==> config.mk <==
export PLATFORM = sky130hd
export DESIGN_NAME = operand_unpacker
export DESIGN_NICKNAME = d
export VERILOG_FILES = /design/src/rtl/operand_unpacker.sv
export SDC_FILE = /design/constraint.sdc
export NUM_CORES = 1
export LEC_CHECK = 0
export CORE_MARGIN = 10
export CORE_UTILIZATION = 46
export DETAILED_ROUTE_END_ITERATION = 16
export PLACE_DENSITY = 0.78
export SYNTH_ARGS = -nofsm -noshare
export SYNTH_HDL_FRONTEND = slang
export SYNTH_SLANG_ARGS = --single-unit
==> constraint.sdc <==
create_clock -name clk_i -period 2.6 [get_ports clk_i]
set_clock_uncertainty 0.05 [all_clocks]
set_input_delay 0.26 -clock clk_i [delete_from_list [all_inputs] [get_ports clk_i]]
set_output_delay 0.26 -clock clk_i [all_outputs]
set_load 0.05 [all_outputs]
==> src/rtl/operand_unpacker.sv <==
// operand_unpacker: fetches 64-bit memory words over an inclusive address
// range and hands them to the ALU front end as two DATA_W-bit operands, one
// per valid/ready handshake.
// Optional build macro UNPACK_SWAP_EN: emit the upper half of each word first.
// Without it the lower half goes first, matching the packer placing the first
// result in the low bits.
module operand_unpacker #(
  parameter int DATA_W        = 32,
  parameter int MEM_WORD_SIZE = 64,
  parameter int ADDR_W        = 10
) (
  input  logic                     clk_i,
  input  logic                     rst_i,
  input  logic                     start_i,
  input  logic [ADDR_W-1:0]        start_addr_i,
  input  logic [ADDR_W-1:0]        end_addr_i,
  output logic                     mem_rd_en_o,
  output logic [ADDR_W-1:0]        mem_addr_o,
  input  logic [MEM_WORD_SIZE-1:0] mem_rdata_i,
  output logic [DATA_W-1:0]        op_data_o,
  output logic                     op_valid_o,
  input  logic                     op_ready_i,
  output logic                     op_last_o,
  output logic                     busy_o,
  output logic                     done_o,
  output logic                     err_o
);

  typedef enum logic [2:0] {
    IDLE,
    READ,
    WAIT,
    EMIT_LO,
    EMIT_HI,
    DONE
  } state_t;

  state_t                   state;
  state_t                   state_next;
  logic [MEM_WORD_SIZE-1:0] word_buf;
  logic [ADDR_W-1:0]        addr_cnt;
  logic [ADDR_W-1:0]        end_addr;
  logic                     err_flag;
  logic                     range_bad;
  logic                     is_last;
  logic [DATA_W-1:0]        first_half;
  logic [DATA_W-1:0]        second_half;

  assign range_bad = (end_addr_i < start_addr_i);
  // Termination compares before incrementing, so the top address never wraps.
  assign is_last   = (addr_cnt == end_addr);
  assign err_o     = err_flag;

`ifdef UNPACK_SWAP_EN
  assign first_half  = word_buf[MEM_WORD_SIZE-1:DATA_W];
  assign second_half = word_buf[DATA_W-1:0];
`else
  assign first_half  = word_buf[DATA_W-1:0];
  assign second_half = word_buf[MEM_WORD_SIZE-1:DATA_W];
`endif

  // State register; reset has priority over a coincident start.
  always_ff @(posedge clk_i) begin
    if (rst_i) begin
      state <= IDLE;
    end else begin
      state <= state_next;
    end
  end

  // Datapath: range capture, word buffer, address counter and sticky error.
  always_ff @(posedge clk_i) begin
    if (rst_i) begin
      word_buf <= '0;
      addr_cnt <= '0;
      end_addr <= '0;
      err_flag <= 1'b0;
    end else begin
      case (state)
        IDLE: begin
          if (start_i) begin
            if (range_bad) begin
              err_flag <= 1'b1;
            end else begin
              addr_cnt <= start_addr_i;
              end_addr <= end_addr_i;
              err_flag <= 1'b0;
            end
          end
        end
        WAIT: begin
          word_buf <= mem_rdata_i;
        end
        EMIT_HI: begin
          if (op_ready_i && !is_last) begin
            addr_cnt <= addr_cnt + 1'b1;
          end
        end
        default: begin
        end
      endcase
    end
  end

  // Next-state and output decode; outputs are pure functions of state so they
  // hold steady while the consumer stalls.
  always_comb begin
    state_next  = state;
    mem_rd_en_o = 1'b0;
    mem_addr_o  = '0;
    op_data_o   = '0;
    op_valid_o  = 1'b0;
    op_last_o   = 1'b0;
    busy_o      = (state != IDLE);
    done_o      = 1'b0;
    case (state)
      IDLE: begin
        if (start_i) begin
          state_next = range_bad ? DONE : READ;
        end
      end
      READ: begin
        mem_rd_en_o = 1'b1;
        mem_addr_o  = addr_cnt;
        state_next  = WAIT;
      end
      WAIT: begin
        state_next = EMIT_LO;
      end
      EMIT_LO: begin
        op_data_o  = first_half;
        op_valid_o = 1'b1;
        if (op_ready_i) begin
          state_next = EMIT_HI;
        end
      end
      EMIT_HI: begin
        op_data_o  = second_half;
        op_valid_o = 1'b1;
        op_last_o  = is_last;
        if (op_ready_i) begin
          state_next = is_last ? DONE : READ;
        end
      end
      DONE: begin
        done_o     = 1'b1;
        state_next = IDLE;
      end
      default: begin
        state_next = IDLE;
      end
    endcase
  end

endmodule

Word-level counts from Yosys, hierarchy flattened:

Index checks and enable logic that the tools add are counted.

* bits in registers: 88
* input bits: 88
* output and inout bits: 48

* $add $sub $neg: 1
* $lt $le $gt $ge: 1
* eq/ne operators: 11
* multiplexer cells: 17
* bitwise logic cells: 1
* reductions and logical operators: 10

Operators by type and width (count)
* $pmux 32 s2: 1
* $mux 10: 4
* $pmux 10 s2: 1
* $mux 3: 5
* $pmux 3 s5: 1
* $add 10x1->10 const B: 1
* $eq 10x10->1: 1
* $lt 10x10->1: 1
* $ne 2x2->1 const B: 5
* $eq 3x2->1 const B: 2
* $eq 3x3->1 const B: 2
* $reduce_and 3->1: 2
* $mux 1: 5
* $reduce_and 4->1: 1
* $eq 3x1->1 const B: 1
* $logic_not 3->1: 1
* $reduce_bool 3->1: 1
* $reduce_and 2->1: 1
* $reduce_bool 2->1: 1
* $reduce_or 2->1: 1
* $logic_and 1x1->1: 1
* $logic_not 1->1: 1
* $not 1->1: 1

Depth between registers and ports, before layout:

* depth after elaboration: 5
* mapped depth: 9

Worst setup path before layout:

Ideal clock, no wire load.

* path kind: flip-flop to output port
* from: register state[0]
* to: output port mem_addr_o[0]
* data arrival time: 1970 ps
* data required time: 2290 ps
* setup slack: 320 ps
* stages on the path, launching flop included: 5
* path buffers: 2
* path through: dfxtp_1 -> clkbuf_1 -> nor3b_1 -> clkbuf_1 -> and2_1

* word-level cells in the longest chain between the ends: 2

RTL lines
* start: declaration: RTL line 38 `state_t state;`
* start signal: assignment: RTL line 67 `state <= state_next;`
* $eq 3x1->1: RTL line 116 `case (state)`
* $mux 10: RTL line 116
* end: declaration: RTL line 18 `output logic [ADDR_W-1:0] mem_addr_o,`

No other way between the ends.

Worst setup path in the final report:

* from: register state[2]
* to: output port busy_o

* word-level cells in the longest chain between the ends: 1

RTL lines
* $reduce_bool 3->1: RTL line 114 `busy_o = (state != IDLE);`
* end: declaration: RTL line 24 `output logic busy_o,`

No other way between the ends.

==> results.ini <==
[global_route]
antenna_found_initial = 0
grt_pass1_wl_um = 21050
grt_max_degree = 65
overflow = 0
grt_pass1_vias = 4260
grtUsageTotal_pct = 19.24

[die]
core_mm2 = 0.008848
num_rows = 34
ios = 136
start_util_pct = 47.77
die_y_um = 115.9
dieArea_mm2 = 0.01342
die_w_um = 115.9

[synth]
mappedNetlistNets = 622
synth_enable_flop_cells = 0
synth_area_leader_cell = dfxtp_1
yosysMostFrequentCell = nand2_1
synth_xor_area_share_pct = 2.072
yosysTopAreaCellShare_pct = 41.68
synth-async-reset-ratio_pct = 0
synth_top_family_by_area = simple AND/OR/NAND/NOR gates
synth.area.mux_share_pct = 2.635
ys_types = 45
ys_seq_elements = 88
synth-simple-area-share_pct = 24.54
ys_top_cells_by_area = dfxtp_1, nand2_1, a21oi_1
synth_compound_area_share_pct = 20.43
synthesis.area_mm2 = 0.004227
synthFlopType = dfxtp_1
yosysSeqAreaShare_pct = 41.68
synth_cells = 524
ys.warnings.count = 0
yosys.area_share.adder_pct = 2.960
synthTopCellsByCount = nand2_1, dfxtp_1, a21oi_1
syn_avg_cell_area_um2 = 8.066

[route]
ant_nets = 0
wl_per_cell_um = 17.29
first_iter_violations = 173
routed_wl_um = 13090
vias = 4199
first_pass_iters = 4
drc = 0
vias_per_cell = 5.547

[finish]
drive_above_1_share_pct = 13.87
antenna_cells = 0
nNetsFinal = 742
nFillCells = 686
syn_to_final_growth_pct = 50.44
final_cell_area_mm2 = 0.006359

[run]
maxCapViolations = 0

[clock_network]
worstSkewPairLatency_ns = 0.35
clk_pin_slew_ns = 0.10
cts_buffers = 9
htreeDepth = 3
post_cts_resize_count = 0
clockRootBuffer = clkbuf_8
postCtsHoldBufs = 0
cts_setup_buffers = 0
cts_buffer_depth = 2
cts_tree = yes
clock-sinks = 88

[setup_path]
r2r_slack_ns = 0.47
critPathArrivalTime_ns = 2.13
crit_path_start_kind = register
crit_path_max_fanout = 12
cp-startpoint = state[2]
end_kind = output port
r2r_start = addr_cnt[0]
crit_type = register to output port
r2r_cells = 6
reg2reg_to = addr_cnt[1]
crit_required_ns = 2.29
critPathCapture = busy_o

[status]
status = finished clean

[sta]
max_freq_mhz = 410.1
slew_headroom_pct = 50.98
rsz0062_at_grt = false
timing.hold.ws_ns = 0.3926
slew_viol_final = 0
min_period_over_period_pct = 93.78
hold_viol = 0
period_minus_slack_ns = 2.438
tns_ns = 0
finalSetupViolCount = 0
tightest_slew_ns = 0.7353

[placed_design]
globalplace.congestion = 0.9184
placed_area_mm2 = 0.006118
io_buffer_count = 135
dp_hpwl_um = 9838

[hold_path]
hp-class = input pin to register

[pwr]
power_density_mw_per_mm2 = 618.7
worst_ir_drop_vdd_mv = 0.3464
p_leak_nw = 2.470

final cells by class:
cell class	instances	area [um2]	share of cell area [%]
repair buffers	152	1924	30.26
flip-flops and latches	88	1762	27.71
well taps	108	135.1	2.125
inverters	13	48.80	0.7674
multi-input cells	380	2248	35.36
clock buffers	10	137.6	2.165
clock inverters	6	102.6	1.614
sequential cells by signal, indices dropped and copies added, names as in the netlist:
signal    flops
addr_cnt     10
state         3
end_addr     10
word_buf     64
err_o         1
metrics by stage:
| step | utilization [%] | total power (W) | std cells | worst slack [ns] |
|---|---|---|---|---|
| 3_5_place_dp | 69.15 | 0.002866 | 741 | -0.1290 |
| 4_1_cts | 71.86 | 0.003949 | 757 | 0.1658 |
| 5_1_grt | 71.86 | 0.004138 | 757 | 0.04453 |
| 3_3_place_gp | 69.15 | 0.002825 | 741 | -0.009809 |
| 6_report | 71.86 | 0.003934 | 757 | 0.1618 |
| 2_1_floorplan | - | 0.002383 | 524 | 0.3200 |
cells by family (layout without fill, tap and decap cells):
family,count (synthesis),count (layout)
xor gates and xnor gates,10,10
muxes,11,11
DFF,88,88
buffers and inverters,56,181
AOI/OAI and AO/OA,133,133
adders and majority gates,10,10
and+or+nand+nor,216,216
worst max-delay path: stages (launching register included):
cell and delay (ns):
dfxtp_1 0.43, nor3_2 0.45, inv_1 0.16, clkdlybuf4s50_1 0.74
how the worst min path moves through the flow:
stage / slack (ns) / startpoint / cells past startpoint / end
4_1_cts: 0.38 / mem_rdata_i[18] / 3 / word_buf[18]
3_3_place_gp: 0.39 / word_buf[33] / 2 / word_buf[33]
6_report: 0.39 / mem_rdata_i[18] / 3 / word_buf[18]
3_5_place_dp: 0.40 / word_buf[60] / 2 / word_buf[60]
5_1_grt: 0.38 / mem_rdata_i[39] / 3 / word_buf[39]
2_1_floorplan: 0.35 / mem_rdata_i[0] / 2 / word_buf[0]
cells in the final DEF (no fill, tap or decap), types with 3 or more instances in the layout:
cell type,n
nand2_1,136
clkdlybuf4s50_1,89
dfxtp_1,88
a21oi_1,75
buf_12,45
a22o_1,32
nor2_1,20
buf_4,17
inv_1,13
nand4b_1,11
and2_1,10
nand4_1,10
mux2i_1,10
ha_1,10
clkbuf_8,10
xor2_1,8
o31ai_1,8
nand3_1,5
o21ai_0,4
and3_1,4
nor4_1,4
a22oi_1,3
report_power, final:
part	internal (W)	switching, W	total (W)
clock network	0.000582	0.000507	0.00109
registers	0.00149	0.000135	0.00163
logic	0.000518	0.000699	0.00122
total	0.00259	0.00134	0.00393
metal layers:
metal / track usage (%) / routed length (um) / up-vias
li1: - / - / 2058
met1: 21.54 / 5319 / 1966
met2: 32.65 / 6178 / 158
met3: 8.062 / 1392 / 17
met4: 5.838 / 197 / 0
met5: 0 / 0 / -
(Power assumes the default switching activity.)
